$ cat config.mk
export PLATFORM = sky130hd
export DESIGN_NAME = router_pkt_tx
export DESIGN_NICKNAME = d
export VERILOG_FILES = /design/src/rtl/router_pkg.sv /design/src/rtl/router_pkt_tx_fifo.sv /design/src/rtl/router_pkt_tx.sv
export SDC_FILE = /design/constraint.sdc
export NUM_CORES = 1
export LEC_CHECK = 0
export CAP_MARGIN = 20
export CORE_MARGIN = 3
export CORE_UTILIZATION = 45
export CTS_CLUSTER_DIAMETER = 150
export CTS_CLUSTER_SIZE = 20
export DETAILED_ROUTE_END_ITERATION = 10
export HOLD_SLACK_MARGIN = 0.03
export PLACE_DENSITY_LB_ADDON = 0.2
export SYNTH_ARGS = -nofsm -noshare
export SYNTH_HDL_FRONTEND = slang
export SYNTH_SLANG_ARGS = --single-unit
$ cat constraint.sdc
create_clock -name clk -period 4.4 [get_ports clk]
set_input_delay 1.32 -clock clk [delete_from_list [all_inputs] [get_ports clk]]
set_output_delay 1.32 -clock clk [all_outputs]
set_load 0.05 [all_outputs]
$ cat src/rtl/router_pkg.sv
// Shared router definitions: transmitter FSM states, header field widths,
// the reserved destination code and the header byte packing helper.
package router_pkg;

   localparam int LEN_W  = 6;
   localparam int ADDR_W = 2;

   localparam logic [ADDR_W-1:0] ADDR_INVALID = 2'd3;

   typedef enum logic [2:0] {
      ST_IDLE    = 3'd0,
      ST_HEADER  = 3'd1,
      ST_PAYLOAD = 3'd2,
      ST_PARITY  = 3'd3,
      ST_GAP     = 3'd4
   } tx_state_e;

   // Header byte: length in the upper six bits, destination port in the lower two.
   function automatic logic [7:0] hdr_byte(input logic [LEN_W-1:0]  len,
                                           input logic [ADDR_W-1:0] dest);
      return {len, dest};
   endfunction

endpackage

$ cat src/rtl/router_pkt_tx_fifo.sv
// Synchronous byte FIFO for the packet source payload buffer.
// Power-of-two depth; pointers wrap naturally. Push is ignored when full,
// pop is ignored when empty; push and pop together leave count unchanged.
module router_pkt_tx_fifo #(
   parameter int DEPTH = 64,
   parameter int WIDTH = 8,
   localparam int AW   = $clog2(DEPTH),
   localparam int CW   = AW + 1
) (
   input  logic             clk,
   input  logic             rst,
   input  logic             push,
   input  logic [WIDTH-1:0] wr_data,
   input  logic             pop,
   output logic [WIDTH-1:0] rd_data,
   output logic             full,
   output logic             empty,
   output logic [CW-1:0]    count
);

   logic [WIDTH-1:0] mem [DEPTH];
   logic [AW-1:0]    wr_ptr;
   logic [AW-1:0]    rd_ptr;
   logic             do_push;
   logic             do_pop;

   assign full    = (count == CW'(DEPTH));
   assign empty   = (count == '0);
   assign do_push = push && !full;
   assign do_pop  = pop && !empty;
   assign rd_data = mem[rd_ptr];

   // Storage write; contents need no reset since count gates every read.
   always_ff @(posedge clk) begin
      if (do_push) mem[wr_ptr] <= wr_data;
   end

   // Pointer and occupancy bookkeeping; reset flushes the buffer.
   always_ff @(posedge clk) begin
      if (!rst) begin
         wr_ptr <= '0;
         rd_ptr <= '0;
         count  <= '0;
      end else begin
         if (do_push) wr_ptr <= wr_ptr + AW'(1);
         if (do_pop)  rd_ptr <= rd_ptr + AW'(1);
         case ({do_push, do_pop})
            2'b10:   count <= count + CW'(1);
            2'b01:   count <= count - CW'(1);
            default: count <= count;
         endcase
      end
   end

endmodule

$ cat src/rtl/router_pkt_tx.sv
// Packet source for the 1x3 router input port: buffers payload bytes and,
// per command, sends header, payload and parity onto pkt_valid/data_out.
// Optional build macro ROUTER_PKT_TX_ERR_INJ_EN adds the inj_err input, which
// flips parity bit 0 of the packet whose command it accompanied.
//
// state   | meaning
// IDLE    | waiting for a command; illegal commands are dropped here
// HEADER  | header byte on data_out, pkt_valid=1
// PAYLOAD | FIFO bytes on data_out, pkt_valid=1
// PARITY  | parity byte on data_out, pkt_valid=0
// GAP     | enforced idle spacing before the next command can be taken
module router_pkt_tx
   import router_pkg::*;
#(
   parameter int GAP_CYCLES = 2,
   parameter int FIFO_DEPTH = 64
) (
   input  logic              clk,
   input  logic              rst,
   input  logic              s_valid,
   input  logic [7:0]        s_data,
   output logic              s_ready,
   input  logic              cmd_valid,
   input  logic [ADDR_W-1:0] cmd_dest,
   input  logic [LEN_W-1:0]  cmd_len,
   output logic              cmd_ready,
`ifdef ROUTER_PKT_TX_ERR_INJ_EN
   input  logic              inj_err,
`endif
   input  logic              busy,
   input  logic              err,
   output logic              pkt_valid,
   output logic [7:0]        data_out,
   output logic              tx_done,
   output logic              cmd_err,
   output logic [7:0]        err_cnt
);

   localparam int CNT_W = $clog2(FIFO_DEPTH) + 1;
   localparam int GAP_W = (GAP_CYCLES > 2) ? $clog2(GAP_CYCLES) : 1;

   tx_state_e         state;
   logic              run;
   logic [7:0]        parity;
   logic [LEN_W-1:0]  rem_cnt;
   logic [GAP_W-1:0]  gap_cnt;
   logic              inj_bit;

   logic              fifo_full;
   logic              fifo_empty;
   logic [CNT_W-1:0]  fifo_count;
   logic [7:0]        fifo_head;
   logic              fifo_push;
   logic              fifo_pop;
   logic              cmd_illegal;
   logic              cmd_fire;

   assign cmd_illegal = (cmd_dest == ADDR_INVALID) || (cmd_len == '0);
   // run is low through reset so both ready signals read 0 in the reset cycle.
   assign s_ready     = run && !fifo_full;
   assign cmd_ready   = run && !busy && (state == ST_IDLE) &&
                        (cmd_illegal || (fifo_count >= CNT_W'(cmd_len)));
   assign cmd_fire    = cmd_valid && cmd_ready;
   assign fifo_push   = s_valid && s_ready;
   // The next payload byte moves from the FIFO into data_out at the same edge
   // that retires the byte currently on the bus.
   assign fifo_pop    = !busy && ((state == ST_HEADER) ||
                                  ((state == ST_PAYLOAD) && (rem_cnt != LEN_W'(1))));

   router_pkt_tx_fifo #(
      .DEPTH (FIFO_DEPTH),
      .WIDTH (8)
   ) u_fifo (
      .clk     (clk),
      .rst     (rst),
      .push    (fifo_push),
      .wr_data (s_data),
      .pop     (fifo_pop),
      .rd_data (fifo_head),
      .full    (fifo_full),
      .empty   (fifo_empty),
      .count   (fifo_count)
   );

`ifdef ROUTER_PKT_TX_ERR_INJ_EN
   logic inj_q;

   // Injection request is captured with the command it belongs to.
   always_ff @(posedge clk) begin
      if (!rst)                                inj_q <= 1'b0;
      else if (cmd_fire && !cmd_illegal)       inj_q <= inj_err;
   end

   assign inj_bit = inj_q;
`else
   assign inj_bit = 1'b0;
`endif

   // Packet sequencing FSM with registered bus outputs; busy freezes everything.
   always_ff @(posedge clk) begin
      if (!rst) begin
         state     <= ST_IDLE;
         run       <= 1'b0;
         pkt_valid <= 1'b0;
         data_out  <= '0;
         tx_done   <= 1'b0;
         cmd_err   <= 1'b0;
         parity    <= '0;
         rem_cnt   <= '0;
         gap_cnt   <= '0;
      end else begin
         run     <= 1'b1;
         tx_done <= 1'b0;
         cmd_err <= 1'b0;
         case (state)
            ST_IDLE: begin
               if (cmd_fire) begin
                  if (cmd_illegal) begin
                     cmd_err <= 1'b1;
                  end else begin
                     data_out  <= hdr_byte(cmd_len, cmd_dest);
                     pkt_valid <= 1'b1;
                     rem_cnt   <= cmd_len;
                     state     <= ST_HEADER;
                  end
               end
            end
            ST_HEADER: begin
               if (!busy) begin
                  parity   <= data_out;
                  data_out <= fifo_head;
                  state    <= ST_PAYLOAD;
               end
            end
            ST_PAYLOAD: begin
               if (!busy) begin
                  if (rem_cnt == LEN_W'(1)) begin
                     parity    <= parity ^ data_out;
                     data_out  <= parity ^ data_out ^ {7'd0, inj_bit};
                     pkt_valid <= 1'b0;
                     state     <= ST_PARITY;
                  end else begin
                     parity   <= parity ^ data_out;
                     data_out <= fifo_head;
                     rem_cnt  <= rem_cnt - LEN_W'(1);
                  end
               end
            end
            ST_PARITY: begin
               if (!busy) begin
                  tx_done <= 1'b1;
                  // The IDLE accept cycle is itself one of the idle cycles,
                  // so GAP only covers the remaining GAP_CYCLES-1.
                  if (GAP_CYCLES > 1) begin
                     gap_cnt <= GAP_W'(GAP_CYCLES - 2);
                     state   <= ST_GAP;
                  end else begin
                     state   <= ST_IDLE;
                  end
               end
            end
            ST_GAP: begin
               if (!busy) begin
                  if (gap_cnt == '0) state   <= ST_IDLE;
                  else               gap_cnt <= gap_cnt - GAP_W'(1);
               end
            end
            default: state <= ST_IDLE;
         endcase
      end
   end

   // Router parity-error counter, saturating at 255.
   always_ff @(posedge clk) begin
      if (!rst)                          err_cnt <= '0;
      else if (err && err_cnt != 8'hFF)  err_cnt <= err_cnt + 8'd1;
   end

endmodule
# --- Word level (Yosys, flattened, before mapping) ---
# Memories as Yosys holds them, arrays and structs flattened. A register that Yosys moved wholly into a read port is not among the register bits.
# Index checks and enable logic that the tools add are counted.
classes:
  n_addsub: 7
  n_lt_le_gt_ge: 1
  eq_ne: 20
  n_mux: 40
  bitwise: 1
  n_reduce_logical: 33
op_table:
  columns: ["operator", "n"]
  rows:
  - ["8-bit two-way mux", 7]
  - ["6-bit two-way mux", 6]
  - ["3-bit two-way mux", 8]
  - ["8-bit one-hot mux with 3 select lines", 1]
  - ["2-bit != test (second input constant)", 8]
  - ["8-bit one-hot mux with 2 select lines", 1]
  - ["3-bit one-hot mux with 5 select lines", 1]
  - ["5-bit AND reduction", 3]
  - ["7-bit one-hot mux with 2 select lines", 1]
  - ["6-bit by 1-bit adder with 6-bit output (second input constant)", 2]
  - ["1-bit two-way mux", 12]
  - ["6-bit one-hot mux with 2 select lines", 1]
  - ["1-bit logical AND", 11]
  - ["3-bit AND reduction", 3]
  - ["8-bit by 1-bit adder with 8-bit output (second input constant)", 1]
  - ["8-bit != test (second input constant)", 1]
  - ["8-bit AND reduction", 1]
  - ["2-bit nonzero test", 4]
  - ["8-bit XOR", 1]
  - ["7-bit by 1-bit adder with 7-bit output (second input constant)", 1]
  - ["7-bit == test (second input constant)", 1]
  - ["7-bit by 6-bit greater-or-equal comparator with 1-bit output", 1]
  - ["7-bit logical NOT", 1]
  - ["7-bit by 1-bit subtractor with 7-bit output (second input constant)", 1]
  - ["other kinds (17)", 24]
totals:
  reg_bits: 57
  ramBits: 512
  input_bits: 22
  n_memories: 1
memory_table:
  columns: ["name", "words", "word_bits", "rd", "rd_clocked_by_memory_dff", "wr", "line_no", "text"]
  rows:
  - ["u_fifo.mem", 64, 8, 1, 1, 1, "router_pkt_tx_fifo.sv:21", "logic [WIDTH-1:0] mem [DEPTH];"]

# --- Logic depth before layout (Yosys ltp) ---
depth:
  word_depth: 7
  ltp_mapped: 14

# --- Hierarchy ---
# A second synthesis with hierarchy kept.
unflattened:
  hier_cells: 1377
  area_unflattened_um2: 23575.1
modules_own_cells:
  columns: ["mod", "n_inst", "cells_each", "area_each_um2", "seq_area_each_um2"]
  rows:
  - ["router_pkt_tx_fifo", 1, 1094, 21272.9, 15875.2]
  - ["router_pkt_tx", 1, 283, 2302.2, 740.7]

# --- Worst setup path before layout ---
# No wires, ideal clock.
synth_timing:
  path_kind: "input to register"
  start: "input busy"
  end: "register u_fifo.count[4]"
  setup_time_ns: 0.070
  arrival_time_ns: 4.350
  required_ns: 4.330
  slack_ns: -0.020
  cell_stages: 13
  path_buffers: 2
  path_cell_list: "clkbuf_1 -> a31o_2 -> a211oi_2 -> ha_1 -> buf_1 -> xor2_1 -> ha_1 -> a21oi_1 -> and3b_1 -> a221oi_1 -> xor2_1 -> or3_1 -> a21oi_1"
synth_via:
  elab_chain_len: 5
synth_rtl:
  columns: ["item", "line_no", "text"]
  rows:
  - ["start: declaration", "router_pkt_tx.sv:30", "input logic busy,"]
  - ["1-bit logical NOT *", null, null]
  - ["1-bit logical AND *", "router_pkt_tx.sv:67", "assign fifo_pop = !busy && ((state == ST_HEADER) ||"]
  - ["1-bit logical AND *", "router_pkt_tx_fifo.sv:30", "assign do_pop = pop && !empty;"]
  - ["2-bit by 1-bit == test with 1-bit output or 2-bit == test (tied branches)", "router_pkt_tx_fifo.sv:47", "case ({do_push, do_pop})"]
  - ["7-bit one-hot mux with 2 select lines or 2-bit nonzero test (tied branches)", null, null]
  - ["end signal: assignment", "router_pkt_tx_fifo.sv:48", "2'b10: count <= count + CW'(1);"]
  - ["end signal: assignment", "router_pkt_tx_fifo.sv:49", "2'b01: count <= count - CW'(1);"]
  - ["end signal: assignment", "router_pkt_tx_fifo.sv:50", "default: count <= count;"]
  - ["end: declaration", "router_pkt_tx_fifo.sv:18", "output logic [CW-1:0] count"]
# Every way passes the cells marked *; elsewhere a longest branch is shown, timed or not.
# A chain may end at the register's enable or synchronous reset.

# --- Worst setup path in the final report ---
layout_timing:
  start: "input cmd_len[1]"
  end: "output cmd_ready"
layout_via:
  elab_chain_len: 4
layout_rtl:
  columns: ["item", "line_no", "text"]
  rows:
  - ["start: declaration", "router_pkt_tx.sv:25", "input logic [LEN_W-1:0] cmd_len,"]
  - ["branches (longest 2 deep; another with 7-bit by 6-bit greater-or-equal comparator with 1-bit output)", null, null]
  - ["1-bit logical OR *", "router_pkt_tx.sv:62", "(cmd_illegal || (fifo_count >= CNT_W'(cmd_len)));"]
  - ["1-bit logical AND *", "router_pkt_tx.sv:61", "assign cmd_ready = run && !busy && (state == ST_IDLE) &&"]
  - ["end: declaration", "router_pkt_tx.sv:26", "output logic cmd_ready,"]
# Mark *: on every way between the ends.

==> results.md <==
- Worst skew pair latency: around 580 ps
- Post-Syn Area: 23,300 um2
- CP top delay family: buffers and inverters
- Static leakage: ~8 nW
- IO Pins: 43
- Routed len/inst: 25.2 um
- First drt pass iteration count: 5
- Critical path origin: cmd_len[1]
- CTS sink count: 574
- Post-synth EDFFs: 512
- Via count: ~12,000
- Worst Path Arrival: 2920 ps
- Slew Limit Fails: 0
- Post-layout min period: 4240 ps
- Max FO, Critical Path: 3
- CP Launch Type: input port
- Setup_tns: 0 ps
- Status: finished clean
- Worst hold path class: reg2reg
- Htree depth: 2
- Seq cells post-synth: between 500 and 600
- Commonest cells after routing, fill and taps aside: 512 x edfxtp_1, 123 x nor2_1, 106 x buf_4
- Ant diodes: 0
- Hold path startpoint: pkt_valid
- Reg clk slew, reported paths: about 90 ps
- Pwr Total: around 9.6 mW
- Post-synthesis average cell area: 17.8 um2
- Worst Setup EP: cmd_ready
- Pwr/cell area: around 370 nW/um2
- Initial antenna violation count: 0
- Layout Nets: around 1,500
- Vias in the first global route: about 13,000
- Setup violators final: 0
- Clock Tree Buf Depth: 3
- CP endpoint kind: output pin
- Reg2reg start: u_fifo.count[1]
- Worst R2R Setup Slack: 1090 ps
- Max Fclk: 0.236 GHz
- Commonest non-fill, non-tap cell in the layout: edfxtp_1
- Crit path depth: 7
- Placement Rows: 82
- Post-CTS Hold Buffers: 0
- Worst slew margin: approximately 30%
- Hold path depth: 2
- Post-route ant nets: 0
- Starting DRT DRC Count: around 1,300
- Num CTS Buffers: 34
- Final worst clock skew: between 20 and 30 ps
- Mapped Cells: around 1,300
- Root buf cell: clkbuf_16
- Die Width: between 200 and 250 um
- Fin crit share: between 90% and 100%
- Worst path max stage delay: between 400 and 500 ps
- Critical Setup Path Class: in2out
- Sequential fraction of the synthesis area: a little under three quarters
- Die Height: between 200 and 250 um
- Synth Flop Type: edfxtp_1
- CP Cell Sequence: clkdlybuf4s50_1 > buf_4 > nor4_1 > a32oi_1 > nand2_1 > and4b_1 > buf_6
- Placed Cells: around 2,100
- First-pass GRT wire length: 80.9 mm
- Tightest Pin Transition: between 1000 and 1500 ps
- DP Wirelength: about 34 mm
- Post-synthesis async set-or-reset flop share: 0%
- Unrepaired setup endpoints after global routing: no
- Max-cap violation count: 0
- Initial core utilization: 46.0%
- CP required: 3080 ps
- Final hold vios: 0
- Gpl congestion: around 0.9
- Area Overhead vs Synth: 12.0%
- Synth Warn #: 0
- Slowest stage cell, crit path: clkdlybuf4s50_1
- Core area: slightly above 50,000 um2
- Buf/Inv on CP: 3
- GRT overflow: 0
- Reg2reg end: u_fifo.count[4]
- Layout cell share with drive strength beyond 1: approximately a fifth
- Vias per inst: just under 6
- R2R cell count: 12
- Syn_nets: around 1,300
- CTS tree: built
- Netlist cell types: 66
- DIE AREA: between 50,000 and 60,000 um2
- Pin count of the biggest net entering global routing: 65
- Total GRT Usage: between 20% and 30%
- PortBufs: 42
- Layout Cells excl Fill: 2,132
- Worst IR Drop VDD: roughly 0.25 mV
- Hold WS: just under 500 ps
- Remaining DRCs: 0
- DRT Wirelength: 53.7 mm
[state kept, by name, summed over array words and instances (netlist names), named ones only]
| register | cells |
|---|---|
| rem_cnt | 6 |
| u_fifo.rd_ptr | 6 |
| data_out | 8 |
| pkt_valid | 1 |
| u_fifo.count | 7 |
| tx_done | 1 |
| parity | 8 |
| cmd_err | 1 |
| u_fifo.mem | 512 |
| err_cnt | 8 |
| run | 1 |
| u_fifo.wr_ptr | 6 |
| state | 3 |
[how the worst min path moves through the flow]
| stage | slack (ps) | end |
|---|---|---|
| 6_report | 490 | pkt_valid |
| 5_1_grt | 510 | pkt_valid |
| 4_1_cts | 490 | pkt_valid |
| 3_5_place_dp | 480 | pkt_valid |
| 3_3_place_gp | 470 | pkt_valid |
| 2_1_floorplan | 470 | rem_cnt[5] |
[per-layer routing]
layer  GRT usage (%)  up-vias  part of all wire [%]
li1                -     5479                     -
met1            28.0     6458                    43
met2            33.3      401                    49
met3            3.20       67                   6.1
met4            5.72        0                   2.5
met5               0        -                     0
[tightest hold or removal path: cells and delay by family, from the launching register on]
| kind | cells | cell delay (ps) |
|---|---|---|
| AO/OA/AOI/OAI | 2 | 140 |
| flip-flops | 1 | 320 |
[final cells by class]
type	count	area (um2)
Clock buffer	59	966
Fill cell	4140	24600
Timing Repair Buffer	155	1320
Clock inverter	3	41.3
Sequential cell	574	16600
Inverter	18	67.6
Multi-Input combinational cell	651	6250
Tap cell	672	841
[stage by stage]
step                instance area [um2]  setup WS, ps  util (%)
CTS                               26000          19.2      51.3
global route                      26100          22.4      51.5
detailed placement                25000          -234      49.3
floorplan                         23300          88.5         -
global placement                  25000          -228      49.3
finish                            26100           161      51.5
[power breakdown]
part / internal (mW) / leakage [nW] / switching (mW)
clock network: 1.52 / 0.478 / 1.73
registers: 5.93 / 5.11 / 0.0267
logic: 0.128 / 2.51 / 0.252
[cells in the mapped netlist, types with 4 or more instances]
library cell	n	share of area, %
nand2_1	51	0.82
a32oi_1	4	0.15
a221oi_1	7	0.26
a21oi_1	32	0.69
a22oi_1	26	0.84
mux2_2	6	0.29
and2_1	5	0.13
o22ai_1	11	0.30
buf_6	4	0.19
xor2_1	15	0.56
mux4_2	102	9.9
ha_1	14	0.75
or2_2	4	0.11
mux2i_1	43	1.8
nor3_1	4	0.086
or3_1	4	0.11
dfxtp_1	62	5.3
edfxtp_1	512	66
a21o_1	6	0.19
mux4_1	24	2.7
inv_1	17	0.27
clkbuf_1	27	0.43
o21ai_0	35	0.75
buf_1	8	0.13
o32ai_1	4	0.15
buf_2	14	0.30
buf_12	5	0.43
a31oi_1	8	0.21
buf_4	8	0.26
nand3_1	18	0.39
nand2b_1	7	0.19
nor2b_1	18	0.48
xnor2_1	15	0.56
a211oi_1	16	0.52
nand4_1	4	0.11
nor2_1	123	2.0
[logic make-up after synthesis]
logic type	after synthesis	synth area share (%)
xor+xnor	30	1.13
compound gates	175	5.00
fa+ha+maj	14	0.751
mux	175	14.7
flops	574	71.3
simple gates	257	5.06
buf+inv	85	2.10
[what timing repair did]
item	in CTS	in global routing
setup endpoints to repair	1	1
buffers inserted	0	0
pin swaps	2	3
endpoints found under the hold margin	0	0
resized for setup	7	4
Power figures use the tool's default switching activity.
